===== src/rtl/data_matrix_ben_branch_if.sv =====
// Branch-resolution unit bus: start/operands/flags in; BEN, PC target and status out.
interface data_matrix_ben_branch_if #(
    parameter int unsigned AW = 16
);
    logic          br_start;
    logic [AW-1:0] ir;
    logic [AW-1:0] pc;
    logic          reg_n;
    logic          reg_z;
    logic          reg_p;
    logic          br_busy;
    logic          br_done;
    logic          ben;
    logic          ld_pc;
    logic [AW-1:0] pc_target;
    logic          br_err;
    logic [15:0]   br_taken_cnt;
    logic [15:0]   br_total_cnt;

    // Control FSM / condition-code side
    modport master (
        output br_start, ir, pc, reg_n, reg_z, reg_p,
        input  br_busy, br_done, ben, ld_pc, pc_target, br_err, br_taken_cnt, br_total_cnt
    );

    // Branch-resolution unit side
    modport slave (
        input  br_start, ir, pc, reg_n, reg_z, reg_p,
        output br_busy, br_done, ben, ld_pc, pc_target, br_err, br_taken_cnt, br_total_cnt
    );
endinterface


===== src/rtl/data_matrix_ben_branch.sv =====
// LC-3 branch-resolution unit: latches BEN from N/Z/P vs IR[11:9], computes
// PC + SEXT(PCoffset) and strobes ld_pc for one cycle when the branch is taken.
// Optional build macro: BR_STAT_EN enables saturating taken/total branch counters.
module data_matrix_ben_branch #(
    parameter int unsigned AW    = 16,
    parameter int unsigned OFF_W = 9
) (
    input  logic                     clk,
    input  logic                     rst,
    data_matrix_ben_branch_if.slave  bus
);
    localparam int unsigned OP_W  = 4;
    localparam int unsigned CC_W  = 3;
    localparam int unsigned EXT_W = AW - OFF_W;
    localparam int unsigned CNT_W = 16;

    typedef enum logic [1:0] {IDLE, EVAL, CALC, DONE} state_t;

    state_t            state_q, state_d;
    logic [CC_W-1:0]   cond_q,   cond_d;
    logic [OFF_W-1:0]  off_q,    off_d;
    logic [AW-1:0]     pc_q,     pc_d;
    logic              op_ok_q,  op_ok_d;
    logic              ben_q,    ben_d;
    logic [AW-1:0]     target_q, target_d;
    logic              done_q,   done_d;
    logic              ld_pc_q,  ld_pc_d;
    logic              err_q,    err_d;
    logic              busy_q,   busy_d;

    // State and registered outputs
    always_ff @(posedge clk) begin
        if (rst) begin
            state_q  <= IDLE;
            cond_q   <= '0;
            off_q    <= '0;
            pc_q     <= '0;
            op_ok_q  <= 1'b0;
            ben_q    <= 1'b0;
            target_q <= '0;
            done_q   <= 1'b0;
            ld_pc_q  <= 1'b0;
            err_q    <= 1'b0;
            busy_q   <= 1'b0;
        end else begin
            state_q  <= state_d;
            cond_q   <= cond_d;
            off_q    <= off_d;
            pc_q     <= pc_d;
            op_ok_q  <= op_ok_d;
            ben_q    <= ben_d;
            target_q <= target_d;
            done_q   <= done_d;
            ld_pc_q  <= ld_pc_d;
            err_q    <= err_d;
            busy_q   <= busy_d;
        end
    end

    // Next state; output values are computed one cycle ahead so they line up with the state
    always_comb begin
        state_d  = state_q;
        cond_d   = cond_q;
        off_d    = off_q;
        pc_d     = pc_q;
        op_ok_d  = op_ok_q;
        ben_d    = ben_q;
        target_d = target_q;
        done_d   = 1'b0;
        ld_pc_d  = 1'b0;
        err_d    = 1'b0;
        busy_d   = 1'b0;

        case (state_q)
            IDLE: begin
                if (bus.br_start) begin
                    cond_d  = bus.ir[OFF_W+CC_W-1:OFF_W];
                    off_d   = bus.ir[OFF_W-1:0];
                    pc_d    = bus.pc;
                    op_ok_d = (bus.ir[AW-1:AW-OP_W] == OP_W'(0));
                    err_d   = (bus.ir[AW-1:AW-OP_W] != OP_W'(0));
                    busy_d  = 1'b1;
                    state_d = EVAL;
                end
            end
            EVAL: begin
                // Flags sampled a cycle after start so a same-cycle ld_cc is seen
                ben_d   = op_ok_q & (|(cond_q & {bus.reg_n, bus.reg_z, bus.reg_p}));
                err_d   = bus.br_start;
                busy_d  = 1'b1;
                state_d = CALC;
            end
            CALC: begin
                target_d = pc_q + {{EXT_W{off_q[OFF_W-1]}}, off_q};
                err_d    = bus.br_start;
                busy_d   = 1'b1;
                done_d   = 1'b1;
                ld_pc_d  = ben_q;
                state_d  = DONE;
            end
            DONE: begin
                err_d   = bus.br_start;
                state_d = IDLE;
            end
            default: state_d = IDLE;
        endcase
    end

    assign bus.br_busy   = busy_q;
    assign bus.br_done   = done_q;
    assign bus.ben       = ben_q;
    assign bus.ld_pc     = ld_pc_q;
    assign bus.pc_target = target_q;
    assign bus.br_err    = err_q;

`ifdef BR_STAT_EN
    logic [CNT_W-1:0] taken_cnt_q;
    logic [CNT_W-1:0] total_cnt_q;

    // Saturating resolved/taken branch statistics, cleared only by reset
    always_ff @(posedge clk) begin
        if (rst) begin
            taken_cnt_q <= '0;
            total_cnt_q <= '0;
        end else if (state_q == DONE) begin
            if (total_cnt_q != '1) begin
                total_cnt_q <= total_cnt_q + CNT_W'(1);
            end
            if (ben_q && (taken_cnt_q != '1)) begin
                taken_cnt_q <= taken_cnt_q + CNT_W'(1);
            end
        end
    end

    assign bus.br_taken_cnt = taken_cnt_q;
    assign bus.br_total_cnt = total_cnt_q;
`else
    assign bus.br_taken_cnt = CNT_W'(0);
    assign bus.br_total_cnt = CNT_W'(0);
`endif

endmodule


===== src/flat_wrapper.sv =====
// flat-port wrapper written by rule: the top's interface ports become plain ports
module data_matrix_ben_branch_flat 
#(
    parameter int unsigned AW    = 16,
    parameter int unsigned OFF_W = 9
)
  (clk, rst, bus_br_start, bus_ir, bus_pc, bus_reg_n, bus_reg_z, bus_reg_p, bus_br_busy, bus_br_done, bus_ben, bus_ld_pc, bus_pc_target, bus_br_err, bus_br_taken_cnt, bus_br_total_cnt);
  data_matrix_ben_branch_if #(.AW(AW)) bus_i ();
  input  logic clk;
  input  logic rst;
  input wire logic [$bits(bus_i.br_start)-1:0] bus_br_start;
  input wire logic [$bits(bus_i.ir)-1:0] bus_ir;
  input wire logic [$bits(bus_i.pc)-1:0] bus_pc;
  input wire logic [$bits(bus_i.reg_n)-1:0] bus_reg_n;
  input wire logic [$bits(bus_i.reg_z)-1:0] bus_reg_z;
  input wire logic [$bits(bus_i.reg_p)-1:0] bus_reg_p;
  output wire logic [$bits(bus_i.br_busy)-1:0] bus_br_busy;
  output wire logic [$bits(bus_i.br_done)-1:0] bus_br_done;
  output wire logic [$bits(bus_i.ben)-1:0] bus_ben;
  output wire logic [$bits(bus_i.ld_pc)-1:0] bus_ld_pc;
  output wire logic [$bits(bus_i.pc_target)-1:0] bus_pc_target;
  output wire logic [$bits(bus_i.br_err)-1:0] bus_br_err;
  output wire logic [$bits(bus_i.br_taken_cnt)-1:0] bus_br_taken_cnt;
  output wire logic [$bits(bus_i.br_total_cnt)-1:0] bus_br_total_cnt;
  assign bus_i.br_start = bus_br_start;
  assign bus_i.ir = bus_ir;
  assign bus_i.pc = bus_pc;
  assign bus_i.reg_n = bus_reg_n;
  assign bus_i.reg_z = bus_reg_z;
  assign bus_i.reg_p = bus_reg_p;
  assign bus_br_busy = bus_i.br_busy;
  assign bus_br_done = bus_i.br_done;
  assign bus_ben = bus_i.ben;
  assign bus_ld_pc = bus_i.ld_pc;
  assign bus_pc_target = bus_i.pc_target;
  assign bus_br_err = bus_i.br_err;
  assign bus_br_taken_cnt = bus_i.br_taken_cnt;
  assign bus_br_total_cnt = bus_i.br_total_cnt;
  data_matrix_ben_branch #(.AW(AW), .OFF_W(OFF_W)) u_core (.clk(clk), .rst(rst), .bus(bus_i));
endmodule

===== config.mk =====
export PLATFORM = sky130hd
export DESIGN_NAME = data_matrix_ben_branch_flat
export DESIGN_NICKNAME = d
export VERILOG_FILES = /design/src/rtl/data_matrix_ben_branch_if.sv /design/src/rtl/data_matrix_ben_branch.sv /design/src/flat_wrapper.sv
export SDC_FILE = /design/constraint.sdc
export NUM_CORES = 1
export LEC_CHECK = 0
export CAP_MARGIN = 20
export CORE_ASPECT_RATIO = 0.75
export CORE_MARGIN = 5
export CORE_UTILIZATION = 45
export CTS_BUF_LIST = sky130_fd_sc_hd__clkbuf_8
export DETAILED_ROUTE_END_ITERATION = 6
export PLACE_DENSITY = 0.78
export SYNTH_ARGS = -nofsm -noshare
export SYNTH_HDL_FRONTEND = slang
export SYNTH_SLANG_ARGS = --single-unit

===== constraint.sdc =====
create_clock -name clk -period 4.6 [get_ports clk]
set_clock_uncertainty 0.15 [all_clocks]
set_input_delay 0.92 -clock clk [delete_from_list [all_inputs] [get_ports clk]]
set_output_delay 0.92 -clock clk [all_outputs]
set_load 0.005 [all_outputs]

**After elaboration in Yosys (flattened, before gate mapping)**

Index checks and enable logic that the tools add are counted.

- Bits in registers: 52
- Output and inout bits: 53

- $add $sub $neg: 1
- Eq/ne operators: 4
- Muxes and demuxes: 7
- Bitwise gates (word level): 3
- Reduce and logical (&&, ||, !) cells: 8

Operator list:

| operator | number |
|---|---|
| $add 16x16->16 | 1 |
| $pmux 2 s4 | 1 |
| $reduce_or 3->1 | 2 |
| $eq 2x2->1 const B | 2 |
| $logic_not 4->1 | 1 |
| $pmux 1 s2 | 2 |
| $reduce_bool 4->1 | 1 |
| $reduce_or 2->1 | 2 |
| $and 3x3->3 | 1 |
| $mux 1 | 3 |
| $eq 2x1->1 const B | 1 |
| $logic_not 2->1 | 1 |
| $mux 2 | 1 |
| $ne 2x2->1 const B | 1 |
| $reduce_and 2->1 | 1 |
| $and 1x1->1 | 1 |
| $not 1->1 | 1 |

**Logic depth before layout (Yosys ltp)**

- Word-level depth: 3
- Gate-level depth with buffers: 8
- Depth with buffers taken out: 8

**Least setup slack after synthesis**

OpenSTA, ideal clock, no wires.

- Kind: reg2reg
- Start: register u_core.pc_q[0]
- End: register u_core.target_q[10] (netlist: u_core.bus.pc_target[10])
- Arrival time: 2.168 ns
- Required time: 4.328 ns
- Setup slack: 2.160 ns
- Stages on the path, launching flop included: 8
- Buffers on the path: 0
- Cell sequence: dfxtp_1 ha_1 fa_1 a21o_1 a311o_2 and3_4 o2111a_1 a311o_1

- Longest elaborated chain between the ends: 1

RTL lines:

| what | RTL line | source |
|---|---|---|
| from (decl) | data_matrix_ben_branch.sv:22 | `logic [AW-1:0] pc_q, pc_d;` |
| from (signal assigned) | data_matrix_ben_branch.sv:49 | `pc_q <= pc_d;` |
| $add 16x16->16 | data_matrix_ben_branch.sv:94 | `target_d = pc_q + {{EXT_W{off_q[OFF_W-1]}}, off_q};` |
| to (signal assigned) | data_matrix_ben_branch.sv:52 | `target_q <= target_d;` |
| to (decl) | data_matrix_ben_branch.sv:25 | `logic [AW-1:0] target_q, target_d;` |

No other way between the ends.
A chain may end at the register's enable or synchronous reset.

**Final worst setup path**

Ends and elaborated chain as after synthesis.

==> flow_summary.toml <==
[status]
status = "finished, final reports clean"

[route]
route.detailed.drc = 0
viasPerCell = 5.08
wl_per_cell_um = 13.3
wl_um = 6530
final_antenna_net_count = 0
drtIter0Drc = 176
vias = 2488
drt_first_pass_iters = 4

[timing]
fin_crit_ns = 2.60
max_freq_ghz = 0.384
timing.setup.tns_ns = 0
period_share = 0.566
setup_ws_ns = 2.00
rsz0062_at_grt = "false"
slew-limit-headroom = 0.329
slew_viol_final = 0
worst_slew_pin_slew_ns = 1.01
hold_viol_final = 0
setup_viol = 0

[synth]
netlist_area_um2 = 2890
synthCells = 357
syn_avg_cell_area_um2 = 8.09
yosysSeqAreaShare = 0.360
ys.flop_type = "dfxtp_1"
async_reset_ff_frac = 0
synth_top_cell_by_area = "dfxtp_1"
ys_ff_latch = 52
synthTopCellsByArea = "dfxtp_1 36%, nand2_1 9.9%, ha_1 8.7%, a21oi_1 8.3%, buf_4 8.3%"
synth_top_area_frac = 0.360
synth_warnings = 0
synth-edff-count = 0
yosysUniqueCellTypes = 50

[critical_path]
critPathSlowestCell = "a311o_2"
cp-start-kind = "register"
critPathRequiredTime_ns = 4.64
crit_arrival_ns = 2.65
critPathKind = "reg2reg"
crit_chain = "ha_1 -> fa_1 -> a21o_1 -> a311o_2 -> and3_4 -> o2111a_1 -> a311o_1"
slowest_delay_ns = 0.43
endpoint_kind = "register"
cp_max_fo = 4

[floorplanning]
die_y_um = 79.4
start_util = 0.460
dieArea_um2 = 8140
row_count = 25
die_w_um = 103
core_area_um2 = 6290
ios = 91

[clock_tree]
cts_setup_buffers = 0
numCtsBuffers = 5
cts_resized = 0
clockRootBuffer = "clkbuf_8"
cts_max_path_buffers = 2
cts_tree = "built"
cts.sinks = 52
cts_max_level = 2
cts-hold-fix-buffers = 0
clk_latency_ns = 0.30
clk_pin_slew_ns = 0.10

[grt]
grt_pass1_vias = 2199
overflow = 0
grt_max_degree = 51
grt_pass1_wl_um = 10500
grt_usage = 0.158
antenna_found_initial = 0

[layout]
diodes = 0
final_nets = 467
drive_above_1_share = 0.0391
area_growth_pct = 21.7
fin_util = 0.559
layoutNonFillerInstCount = 490

[pwr]
p_leak_uw = 0.00146
peakVddDrop_mv = 0.343
p_per_area_nw_per_um2 = 395

[min_path]
hp-class = "reg2reg"

[placed_design]
place_inst = 482
io_buffers = 58
dp_hpwl_um = 5000
gp_congestion = 0.951
place_ws_ns = 1.84

[run]
maxCapViolCount = 0
## worst paths after layout
path / startpoint / endpoint / slack [ns] / depth (start not counted)
worst max-delay path: u_core.pc_q[0] / u_core.bus.pc_target[10] / 2.00 / 7
worst min-delay path: u_core.op_ok_q / u_core.op_ok_q / 0.31 / 2
worst max register to register: u_core.pc_q[0] / u_core.bus.pc_target[10] / 2.00 / 7
worst min register to register: u_core.op_ok_q / u_core.op_ok_q / 0.31 / 2
## cell type report
cell class	instances	area [um^2]
multi-input combinational	281	1640
clock buffer	5	68.8
tap	81	101
inverter	8	30.0
fill	596	2770
timing repair buffer	60	596
clock inverter	3	42.5
sequential	52	1040
## layout by cell type, fill, tap and decap left out, types with 2 or more instances in the layout
| cell type | count |
|---|---|
| o21a_1 | 4 |
| nand2_1 | 76 |
| a21oi_1 | 48 |
| nor3_1 | 4 |
| nand4_1 | 4 |
| dfxtp_1 | 52 |
| nor2b_1 | 2 |
| buf_4 | 2 |
| or3_1 | 2 |
| inv_1 | 8 |
| conb_1 | 32 |
| and2_1 | 3 |
| nand3_1 | 5 |
| a21o_1 | 8 |
| clkdlybuf4s50_1 | 58 |
| and3_1 | 5 |
| mux2i_1 | 5 |
| o21ai_0 | 8 |
| xor2_1 | 2 |
| a211o_1 | 3 |
| xnor2_1 | 2 |
| nor4_1 | 3 |
| a221oi_1 | 2 |
| nand2b_1 | 3 |
| a311o_1 | 3 |
| clkbuf_8 | 5 |
| nor2_1 | 15 |
| ha_1 | 20 |
| a2111oi_0 | 2 |
| a211oi_1 | 3 |
## sequential cells by signal, summed over array words and instances, names as in the netlist, 2 cells and up
| register | count |
|---|---|
| u_core.bus.pc_target | 16 |
| u_core.cond_q | 3 |
| u_core.off_q | 9 |
| u_core.pc_q | 16 |
| u_core.state_q | 2 |
## worst max-delay path: cells and delay by family, from the launching register on
kind	cells	cell delay, ns
compound gates	4	1.20
fa+ha+maj	2	0.64
flops	1	0.33
simple gates	1	0.18
## synthesized netlist by cell type, types with 2 or more instances
cell type  count
a2111oi_0      2
a211o_1        3
a211oi_1       3
a21o_1         8
a21oi_1       48
a221oi_1       2
a311o_1        3
and2_1         3
and3_1         5
buf_1          2
buf_4         32
clkbuf_1      11
dfxtp_1       52
ha_1          20
inv_1          7
mux2i_1        5
nand2_1       76
nand2b_1       3
nand3_1        5
nand4_1        4
nor2_1        15
nor2b_1        2
nor3_1         4
nor4_1         3
o21a_1         4
o21ai_0        8
or3_1          2
xnor2_1        2
xor2_1         2
## layer usage
layer	wire, um	track usage	up-vias
met5	0	0	-
met4	25	0.0236	0
met3	614	0.0437	4
met2	2860	0.229	104
met1	3030	0.236	1103
li1	-	-	1277
## logic make-up (layout without fill, tap and decap cells)
| kind of cell | count (synthesis) | after routing | synth area share |
|---|---|---|---|
| and+or+nand+nor | 127 | 127 | 0.196 |
| AOI/OAI and AO/OA | 92 | 92 | 0.206 |
| buffers and inverters | 55 | 76 | 0.114 |
| DFF | 52 | 52 | 0.360 |
| adders and majority gates | 21 | 21 | 0.0935 |
| muxes | 5 | 5 | 0.0173 |
| xor gates and xnor gates | 4 | 4 | 0.0121 |
| other | 1 | 32 | 0.00130 |
## power by group
| group | leakage (uW) | total, uW | internal (uW) | switching, uW |
|---|---|---|---|---|
| Combinational | 0.000978 | 498 | 216 | 282 |
| Clock | 0.0000599 | 316 | 162 | 153 |
| Sequential | 0.000425 | 576 | 526 | 49.9 |
## per-stage QoR
| step | total power, uW | hold slack, ns | cell area (um^2) |
|---|---|---|---|
| floorplan | 931 | 0.286 | 3010 |
| global placement | 1070 | 0.294 | 3400 |
| detailed placement | 1080 | 0.301 | 3400 |
| CTS | 1400 | 0.315 | 3510 |
| global route | 1490 | 0.328 | 3510 |
| finish | 1390 | 0.311 | 3510 |
(Power assumes the default switching activity.)
